==> src/rtl/alu_pkg.sv <==
// Shared encodings for the alu and its request/response stage.
package alu_pkg;

  localparam logic [2:0] PASS_B = 3'b000;
  localparam logic [2:0] ADD    = 3'b010;
  localparam logic [2:0] SUB    = 3'b011;
  localparam logic [2:0] AND    = 3'b100;
  localparam logic [2:0] OR     = 3'b101;
  localparam logic [2:0] XOR    = 3'b110;

  // out_flags layout {N,Z,V,C}
  localparam int FLG_N = 3;
  localparam int FLG_Z = 2;
  localparam int FLG_V = 1;
  localparam int FLG_C = 0;

  // architectural nzcv layout {N,Z,C,V}
  localparam int NZCV_N = 3;
  localparam int NZCV_Z = 2;
  localparam int NZCV_C = 1;
  localparam int NZCV_V = 0;

  typedef enum logic [1:0] {
    IDLE = 2'd0,
    EXEC = 2'd1,
    RESP = 2'd2
  } state_t;

  function automatic logic is_illegal(input logic [2:0] cntrol);
    return (cntrol == 3'b001) || (cntrol == 3'b111);
  endfunction

endpackage

==> src/rtl/alu.sv <==
// Combinational alu: pass/add/sub/and/or/xor with N/Z/V/C flags.
// Subtraction is a + ~b + 1, so carry_out=1 means no borrow.
module alu
  import alu_pkg::*;
#(
  parameter int WIDTH = 64
) (
  input  logic [WIDTH-1:0] a,
  input  logic [WIDTH-1:0] b,
  input  logic [2:0]       cntrol,
  output logic [WIDTH-1:0] result,
  output logic             negative,
  output logic             zero,
  output logic             overflow,
  output logic             carry_out,
  output logic             err
);

  logic             sub;
  logic [WIDTH-1:0] b_op;
  logic [WIDTH:0]   sum;

  assign sub  = (cntrol == SUB);
  assign b_op = sub ? ~b : b;
  assign sum  = {1'b0, a} + {1'b0, b_op} + {{WIDTH{1'b0}}, sub};

  always_comb begin
    result    = '0;
    overflow  = 1'b0;
    carry_out = 1'b0;
    err       = is_illegal(cntrol);
    case (cntrol)
      PASS_B: result = b;
      ADD, SUB: begin
        result    = sum[WIDTH-1:0];
        carry_out = sum[WIDTH];
        overflow  = (a[WIDTH-1] == b_op[WIDTH-1]) && (sum[WIDTH-1] != a[WIDTH-1]);
      end
      AND:     result = a & b;
      OR:      result = a | b;
      XOR:     result = a ^ b;
      default: result = '0;
    endcase
  end

  assign negative = result[WIDTH-1];
  assign zero     = (result == '0) && !err;

endmodule

==> src/rtl/alu_resp_stage.sv <==
// Registered valid/ready front-end around alu; keeps architectural NZCV.
// Optional ALU_RESP_OVF_CNT_EN adds a saturating overflow counter output.
module alu_resp_stage
  import alu_pkg::*;
#(
  parameter int WIDTH = 64,
  parameter int TAG_W = 4
) (
  input  logic             clk,
  input  logic             reset_n,
  input  logic             in_valid,
  output logic             in_ready,
  input  logic [WIDTH-1:0] in_a,
  input  logic [WIDTH-1:0] in_b,
  input  logic [2:0]       in_cntrol,
  input  logic             in_setf,
  input  logic [TAG_W-1:0] in_tag,
  output logic             out_valid,
  input  logic             out_ready,
  output logic [WIDTH-1:0] out_result,
  output logic [3:0]       out_flags,
  output logic             out_err,
  output logic [TAG_W-1:0] out_tag,
`ifdef ALU_RESP_OVF_CNT_EN
  output logic [15:0]      ovf_cnt,
`endif
  output logic [3:0]       nzcv
);

  typedef struct packed {
    logic [WIDTH-1:0] a;
    logic [WIDTH-1:0] b;
    logic [2:0]       cntrol;
    logic             setf;
    logic [TAG_W-1:0] tag;
  } req_t;

  state_t           state;
  req_t             req;
  logic [WIDTH-1:0] alu_result;
  logic             alu_n, alu_z, alu_v, alu_c, alu_err;

  alu #(.WIDTH(WIDTH)) u_alu (
    .a        (req.a),
    .b        (req.b),
    .cntrol   (req.cntrol),
    .result   (alu_result),
    .negative (alu_n),
    .zero     (alu_z),
    .overflow (alu_v),
    .carry_out(alu_c),
    .err      (alu_err)
  );

  always_ff @(posedge clk or negedge reset_n) begin
    if (!reset_n) begin
      state      <= IDLE;
      req        <= '0;
      in_ready   <= 1'b0;
      out_valid  <= 1'b0;
      out_result <= '0;
      out_flags  <= '0;
      out_err    <= 1'b0;
      out_tag    <= '0;
      nzcv       <= '0;
`ifdef ALU_RESP_OVF_CNT_EN
      ovf_cnt    <= '0;
`endif
    end else begin
      case (state)
        IDLE: begin
          in_ready <= 1'b1;
          if (in_valid && in_ready) begin
            req      <= '{a: in_a, b: in_b, cntrol: in_cntrol, setf: in_setf, tag: in_tag};
            in_ready <= 1'b0;
            state    <= EXEC;
          end
        end
        EXEC: begin
          // illegal codes report an all-zero result and flag vector
          out_result <= alu_err ? '0 : alu_result;
          out_flags  <= alu_err ? 4'b0 : {alu_n, alu_z, alu_v, alu_c};
          out_err    <= alu_err;
          out_tag    <= req.tag;
          out_valid  <= 1'b1;
          state      <= RESP;
        end
        RESP: begin
          if (out_ready) begin
            if (req.setf && !out_err)
              nzcv <= {out_flags[FLG_N], out_flags[FLG_Z], out_flags[FLG_C], out_flags[FLG_V]};
`ifdef ALU_RESP_OVF_CNT_EN
            if (out_flags[FLG_V] && !out_err && ovf_cnt != 16'hFFFF)
              ovf_cnt <= ovf_cnt + 16'd1;
`endif
            out_valid <= 1'b0;
            in_ready  <= 1'b1;
            state     <= IDLE;
          end
        end
        default: state <= IDLE;
      endcase
    end
  end

endmodule

==> config.mk <==
export PLATFORM = sky130hd
export DESIGN_NAME = alu_resp_stage
export DESIGN_NICKNAME = d
export VERILOG_FILES = /design/src/rtl/alu_pkg.sv /design/src/rtl/alu.sv /design/src/rtl/alu_resp_stage.sv
export SDC_FILE = /design/constraint.sdc
export NUM_CORES = 1
export LEC_CHECK = 0
export ABC_CLOCK_PERIOD_IN_PS = 5540
export CAP_MARGIN = 20
export CORE_UTILIZATION = 47
export DETAILED_ROUTE_END_ITERATION = 7
export HOLD_SLACK_MARGIN = 0.03
export PLACE_DENSITY = 0.72
export REMOVE_ABC_BUFFERS = 1
export SKIP_LAST_GASP = 1
export SYNTH_ARGS = -nofsm -noshare
export SYNTH_HDL_FRONTEND = slang
export SYNTH_SLANG_ARGS = --single-unit
==> constraint.sdc <==
create_clock -name clk -period 5.54 [get_ports clk]
set_input_delay 0.554 -clock clk [delete_from_list [all_inputs] [get_ports clk]]
set_output_delay 0.554 -clock clk [all_outputs]
set_load 0.01 [all_outputs]
After elaboration in Yosys (flattened, before gate mapping)
Cells that the tools add are included.
Widths: inputs -> output; s select.
- $add $sub $neg: 2
- multiply operators: 0
- divide/modulo/power cells: 0
- $lt $le $gt $ge: 0
- eq/ne operators: 13
- shift operators: 0
- multiplexer cells: 14
- bitwise logic cells: 4
- reductions and logical operators: 18
- operators with widths (cell ; count):
    $pmux 64 s5 ; 1
    $mux 64 ; 2
    $add 64x64->65 ; 1
    $add 65x1->65 ; 1
    $and 64x64->64 ; 1
    $logic_not 64->1 ; 1
    $not 64->64 ; 1
    $or 64x64->64 ; 1
    $xor 64x64->64 ; 1
    $eq 3x3->1 const B ; 4
    $reduce_and 2->1 ; 4
    $eq 3x2->1 const B ; 2
    $pmux 2 s3 ; 1
    $mux 1 ; 5
    $logic_and 1x1->1 ; 4
    $mux 2 ; 2
    $mux 4 ; 1
    $ne 2x2->1 const B ; 2
    $pmux 1 s2 ; 2
    $reduce_bool 2->1 ; 2
    $eq 3x1->1 const B ; 1
    $logic_not 3->1 ; 1
    $reduce_and 3->1 ; 1
    $eq 2x1->1 const B ; 1
    other kinds (7) ; 8
- bits in registers: 217
- bits in latches: 0
- memory bits (writable): 0
- memory bits (read-only): 0
- input bits: 140
- output and inout bits: 79
- memories: 0

Logic depth before layout (Yosys ltp)
Gate-level depths: netlist (run 1).
- word-level depth: 8
- depth in mapped cells: 21
- gate-level depth less buffers: 17

Hierarchy
Synthesis (run 1) repeated with hierarchy kept, for this count alone.
- cell total of the unflattened synthesis: 2029
- area, all modules: 18063.6 µm²
- by module, submodules not included (module ; instances ; cells each ; area each (µm²)):
    alu ; 1 ; 1410 ; 9604.2
    alu_resp_stage ; 1 ; 619 ; 8459.4

Worst setup path after synthesis (run 1)
Ideal clock, no wire load.
- path kind: reg-to-reg
- start: register req[7] (netlist bit)
- end: register out_flags[2]
- setup time: 0.092 ns
- arrival time: 4.638 ns
- required time: 5.448 ns
- path slack: 0.810 ns
- cell stages (with the launch flop): 19
- path buffers: 3
- period minus slack after synthesis: 4.730 ns
- path through: dfrtp_1 and3b_1 clkbuf_1 clkbuf_1 xnor2_1 ha_1 clkbuf_1 nand4_1 nor4_1 a22oi_1 a2111oi_0 nor3_2 o31ai_1 xor2_1 a211oi_1 nand4_1 nor4_1 nand4_1 o31ai_2
- longest elaborated chain between the ends: 8
- elaborated cells between the ends (all ways): 18
- classes of those cells: 2 x add/sub; 7 x eq/ne; 3 x mux; 6 x reduce/logical
- RTL lines (item ; RTL line ; RTL):
    start, declared ; alu_resp_stage.sv:39 ; req_t req;
    start signal, assigned ; alu_resp_stage.sv:74 ; req <= '{a: in_a, b: in_b, cntrol: in_cntrol, setf: in_setf, tag: in_tag};
    $eq 3x2->1 ; alu.sv:23, alu.sv:32 ;
    $mux 64 ; alu.sv:24 ; assign b_op = sub ? ~b : b;
    $add 64x64->65 ; alu.sv:25 ; assign sum = {1'b0, a} + {1'b0, b_op} + {{WIDTH{1'b0}}, sub};
    $add 65x1->65 ; alu.sv:25 ;
    $pmux 64 s5 ; alu.sv:32 ; case (cntrol)
    $logic_not 64->1 ; alu.sv:47 ; assign zero = (result == '0) && !err;
    $logic_and 1x1->1 ; alu.sv:47 ;
    $mux 4 * ; alu_resp_stage.sv:82 ; out_flags <= alu_err ? 4'b0 : {alu_n, alu_z, alu_v, alu_c};
    end signal, assigned ; alu_resp_stage.sv:82 ;
    end, declared ; alu_resp_stage.sv:21 ; output logic [3:0] out_flags,
Mark *: on every way between the ends. The rest lies on a longest branch, timed or not.
A chain may end at the register's enable or synchronous reset.

Worst setup path in the final report (run 1)
Ends and elaborated chain as after synthesis.

==> impl_metrics.yaml, run 1 <==
clock_network:
  root_buffer: "clkbuf_16"
  cts.clk_slew.worst_paths_ps: 60
  clk_path_buf_depth: 3
  numCtsBuffers: 25
  post_cts_buffers: 0
  clk_latency_ps: 590
  cts.sinks: 216
  cts_tree: "built"
  htreeDepth: 1
flow_run:
  max_cap_violations: 0
logic_synthesis:
  ys_types: 81
  synth_ff_type: "dfrtp_1"
  netlist_instances: 2034
  async_flop_share: 1.00
  synth_compound_area_frac: 0.233
  netlist.top_cell.by_area: "dfrtp_1"
  synth_top_family_by_area: "compound AO/OA/AOI/OAI gates"
  ys_seq_area_frac: 0.323
  synth.top_cell.area_share: 0.323
  syn_area_um2: 16700
  syn_area_per_cell_um2: 8.21
  synth-edff-count: 0
  synth_xor_xnor_area_share: 0.0582
  ys_seq_elements: 216
  synth-simple-area-share: 0.153
  synthTopCellsByArea: "dfrtp_1 (32%), ha_1 (15%), nand2_1 (7.8%)"
  synth-adder-area-share: 0.146
  yosys_warnings: 0
  synth.area.mux_share: 0.0245
critical_path:
  path_buf_inv: 2
  crit_type: "reg -> reg"
  rr_worst_depth: 18
  path_max_fanout: 27
  crit_slowest_cell: "xnor2_1"
  worstReg2RegStart: "req[7]"
  path_delay_family: "compound AO/OA/AOI/OAI gates"
  worstPathCellList: "and3b_4 -> buf_12 -> xnor2_1 -> ha_1 -> a21oi_1 -> o21ai_0 -> a32oi_1 -> o211ai_2 -> o211ai_1 -> nand4bb_1 -> xnor2_1 -> o211a_1 -> nor4b_1 -> nand4_1 -> nor4_1 -> buf_4 -> nand4_1 -> o31ai_2"
  worst_ep_arrival_time_ps: 5810
  r2r_slack_ps: 220
  critPathLaunchType: "flip-flop"
  worstPathRequired_ps: 6030
  r2r_end: "out_flags[2]"
  startpoint: "req[7]"
  end_kind: "flip-flop"
  slowest_delay_ps: 400
  crit_path_end: "out_flags[2]"
  cp_num_cells: 18
global_routing:
  grt_antenna_before_repair: 0
  grt_pass1_vias: 15800
  grt_pass1_wl_mm: 87.8
  grt_overflow: 0
  track_usage: 0.308
  grt_start_max_net_pins: 140
floorplanning:
  std_cell_rows: 68
  die_area_um2: 36300
  dieHeight_um: 191
  num_io_pins: 219
  core_area_um2: 34800
  initial_core_util: 0.480
  fp.dieW_um: 191
hold_path:
  hold_path_class: "reg -> reg"
  hold_depth: 2
placed_design:
  io_buffers: 218
  gp_congestion: 0.932
  dp_hpwl_mm: 41.5
sta:
  fin_crit_sh: 0.960
  slew_violations: 0
  relSlewSlack: 0.348
  setup_viol: 0
  skew_ps: 39.6
  fmax_ghz: 0.188
  rsz0062_at_grt: "false"
  period_needed_ps: 5320
  hold_violations: 0
  tns_ps: 0
  worst_pin_slew_ps: 976
routing:
  drt-total-wl_mm: 56.0
  vias_per_cell: 5.97
  drt_iter0_drc: 1205
  drt_pass1_iterations: 6
  antenna_left: 0
  vias: 15900
  routedWlPerCell_um: 21.1
  drc: 0
cells_and_area:
  antenna_cells: 0
  nets: 2519
  drive_above_1_share: 0.0522
  final_cell_mix: "nand2_1 (346), o21ai_0 (248), clkdlybuf4s50_1 (217)"
  areaGrowthSynthToFinish_pct: 21.4
  final_common_cell: "nand2_1"
run_status:
  status: "complete, no violations"
==> cells by family after synthesis <==
kind of cell    Yosys count
fa+ha+maj               195
mux                      39
flops                   216
simple gates            579
compound gates          627
buf+inv                 267
xor+xnor                111
==> state kept, by name, indices dropped and copies added (netlist names) <==
register	count
req	136
out_result	64
nzcv	4
out_tag	4
out_flags	3
state	2
in_ready	1
out_err	1
out_valid	1
==> through the flow <==
stage	hold WS (ps)	util	instance area, um2	std cells	setup WS (ps)
2_1_floorplan	258	-	16200	1911	-8030
3_3_place_gp	441	0.554	19300	2610	35.5
3_5_place_dp	458	0.554	19300	2610	41.2
4_1_cts	478	0.582	20200	2657	3.44
5_1_grt	491	0.583	20300	2658	21.8
6_report	472	0.583	20300	2658	220
==> worst min-delay path by stage <==
| stage | startpoint | endpoint |
|---|---|---|
| 2_1_floorplan | reset_n | in_ready |
| 3_3_place_gp | req[0] | out_tag[0] |
| 3_5_place_dp | req[1] | out_tag[1] |
| 4_1_cts | out_tag[1] | out_tag[1] |
| 5_1_grt | out_result[50] | out_result[50] |
| 6_report | out_tag[1] | out_tag[1] |
==> Yosys cell counts (21+ instances only) <==
library cell,instances
nand2_1,346
o21ai_0,249
dfrtp_1,216
ha_1,194
inv_1,144
a21oi_1,125
clkbuf_1,100
xnor2_1,87
nor2_1,83
nand4_1,46
o211ai_1,38
a22oi_1,37
mux2i_1,24
xor2_1,24
nand3_1,21
==> timing repair <==
item                       CTS  global route
setup endpoints to repair    0             1
hold buffers                 1             0
resized for setup            0             5
hold endpoints to repair    49             0
==> per-layer routing <==
metal	vias up	GRT usage	share of wire
met5	-	0	0
met3	98	0.0451	0.067
met2	577	0.484	0.45
met1	7716	0.434	0.46
li1	7467	-	-
met4	0	0.100	0.030
==> final cells by class <==
cell class,count,area (um2)
Clock buffer,34,739
Fill cell,3126,14500
Multi-Input combinational cell,1551,10300
Inverter,144,541
Sequential cell,216,5410
Timing Repair Buffer,246,2490
Clock inverter,12,198
Tap cell,455,569
==> worst register-to-register path, stage by stage, from the launching register on <==
cell       delay (ps)
dfrtp_1           370
and3b_4           370
buf_12            230
xnor2_1           170
ha_1              330
a21oi_1           300
o21ai_0           350
a32oi_1           320
o211ai_2          280
o211ai_1          370
nand4bb_1         170
xnor2_1           400
o211a_1           210
nor4b_1           390
nand4_1           170
nor4_1            280
buf_4             190
nand4_1           110
o31ai_2           210
Power of run 1 is not shown: default switching activity piles up to over one toggle a cycle in this logic, so the estimate is an artifact.
==> run 2: changes to the inputs <==
--- a/config.mk
+++ b/config.mk
@@ -6,7 +6,6 @@
 export NUM_CORES = 1
 export LEC_CHECK = 0
 export ABC_CLOCK_PERIOD_IN_PS = 5540
-export CAP_MARGIN = 20
 export CORE_UTILIZATION = 47
 export DETAILED_ROUTE_END_ITERATION = 7
 export HOLD_SLACK_MARGIN = 0.03
==> run 2 against run 1 <==
  * First-iteration DRC count fell by 3.7%
  * Fmax down 0.27%
  * Global-route usage stayed put
  * Critical endpoint unchanged
==> impl_metrics.yaml, run 2 (synthesis gave the netlist of run 1 again) <==
run_status:
  status: "complete, no violations"
critical_path:
  worstPathRequired_ps: 6030
  path_max_fanout: 27
  end_kind: "flip-flop"
  worstPathCellList: "and3b_4 -> buf_12 -> xnor2_1 -> ha_1 -> a21oi_1 -> o21ai_0 -> a21oi_1 -> o21a_1 -> o211ai_1 -> xor2_1 -> a21oi_1 -> nand2_1 -> a2111oi_1 -> nand4_1 -> nor4_1 -> buf_4 -> nand4_1 -> o31ai_2"
  slowest_delay_ps: 530
  crit_type: "reg -> reg"
  worst_ep_arrival_time_ps: 5830
  crit_slowest_cell: "a2111oi_1"
  path_delay_family: "compound AO/OA/AOI/OAI gates"
  crit_top_cell: "a21oi_1"
  path_buf_inv: 2
  critPathLaunchType: "flip-flop"
floorplanning:
  die_area_um2: 36300
  core_area_um2: 34800
  fp.dieW_um: 191
  initial_core_util: 0.480
  dieHeight_um: 191
  num_io_pins: 219
  std_cell_rows: 68
global_routing:
  grt_overflow: 0
  grt_start_max_net_pins: 140
  grt_pass1_wl_mm: 87.8
  track_usage: 0.308
  grt_pass1_vias: 15800
  grt_antenna_before_repair: 0
sta:
  hold_violations: 0
  fmax_ghz: 0.187
  worst_pin_slew_ps: 1070
  skew_ps: 38.2
  slew_violations: 0
  setup_viol: 0
  rsz0062_at_grt: "false"
  fin_crit_sh: 0.963
  hold_ws_ps: 475
  period_needed_ps: 5330
  setup_ws_ps: 205
  relSlewSlack: 0.285
routing:
  drc: 0
  antenna_left: 0
  drt_iter0_drc: 1161
  drt_pass1_iterations: 5
  drt-total-wl_mm: 55.8
  vias_per_cell: 5.96
  vias: 15800
  routedWlPerCell_um: 21.0
clock_network:
  clk_latency_ps: 590
  root_buffer: "clkbuf_16"
  cts.clk_slew.worst_paths_ps: 60
  cts_tree: "built"
  htreeDepth: 1
  cts.sinks: 216
  numCtsBuffers: 25
  clk_path_buf_depth: 3
cells_and_area:
  areaGrowthSynthToFinish_pct: 21.2
  regMostFlops: "req"
  antenna_cells: 0
  final_cell_mix: "nand2_1 (346), o21ai_0 (248), clkdlybuf4s50_1 (217)"
  largest_reg_flops: 136
  final_common_cell: "nand2_1"
  reg_top3: "req (136), out_result (64)"
  nets: 2518
  fin_cells: 2657
  drive_above_1_share: 0.0518
placed_design:
  dp_hpwl_mm: 41.5
  pre_cts_slack_ps: 41.2
  gp_congestion: 0.932
  place_inst: 2610
  io_buffers: 218
flow_run:
  max_cap_violations: 0
hold_path:
  hold_path_class: "reg -> reg"
## run 2: cell count changes in the layout (fill, tap and decap cells not counted)
cell    change
buf_16      -1
## run 2: through the flow
step	area, um2	setup TNS (ps)	util
6_report	20300	0	0.582
5_1_grt	20300	0	0.582
4_1_cts	20200	0	0.582
3_5_place_dp	19300	0	0.554
3_3_place_gp	19300	0	0.554
2_1_floorplan	16200	-1043010	-
## run 2: tightest hold or removal path: stages (launching register included)
cell and delay [ps]:
dfrtp_1 340, nand2_1 50, nand2_1 60
## run 2: routing by layer
layer	part of all wire	track usage
met2	0.45	0.484
met3	0.068	0.0451
met4	0.031	0.100
met5	0	0
met1	0.46	0.434
## run 2: layout make-up
cell class	instances	area, um2
fillers	3130	14500
multi-input cells	1551	10300
flip-flops and latches	216	5410
repair buffers	245	2470
clock buffers	34	739
well taps	455	569
inverters	144	541
clock inverters	12	198
## run 2: path summary, 6_finish.rpt
path / startpoint / end / slack [ps] / cells past startpoint
min: out_result[13] / out_result[13] / 470 / 2
max in group asynchronous: reset_n / req[106] / 3740 / 3
max: req[7] / out_flags[2] / 210 / 18
min reg2reg: out_result[13] / out_result[13] / 470 / 2
min in group asynchronous: reset_n / out_result[1] / 490 / 2
max reg2reg: req[7] / out_flags[2] / 210 / 18
## run 2: repair_timing
action / in CTS / in global routing
hold buffers: 1 / 0
hold endpoints to repair: 49 / 0
buffers inserted: 0 / 0
resized for setup: 0 / 5
endpoints found under the setup margin: 0 / 1
Power of run 2 is left out for the same reason.
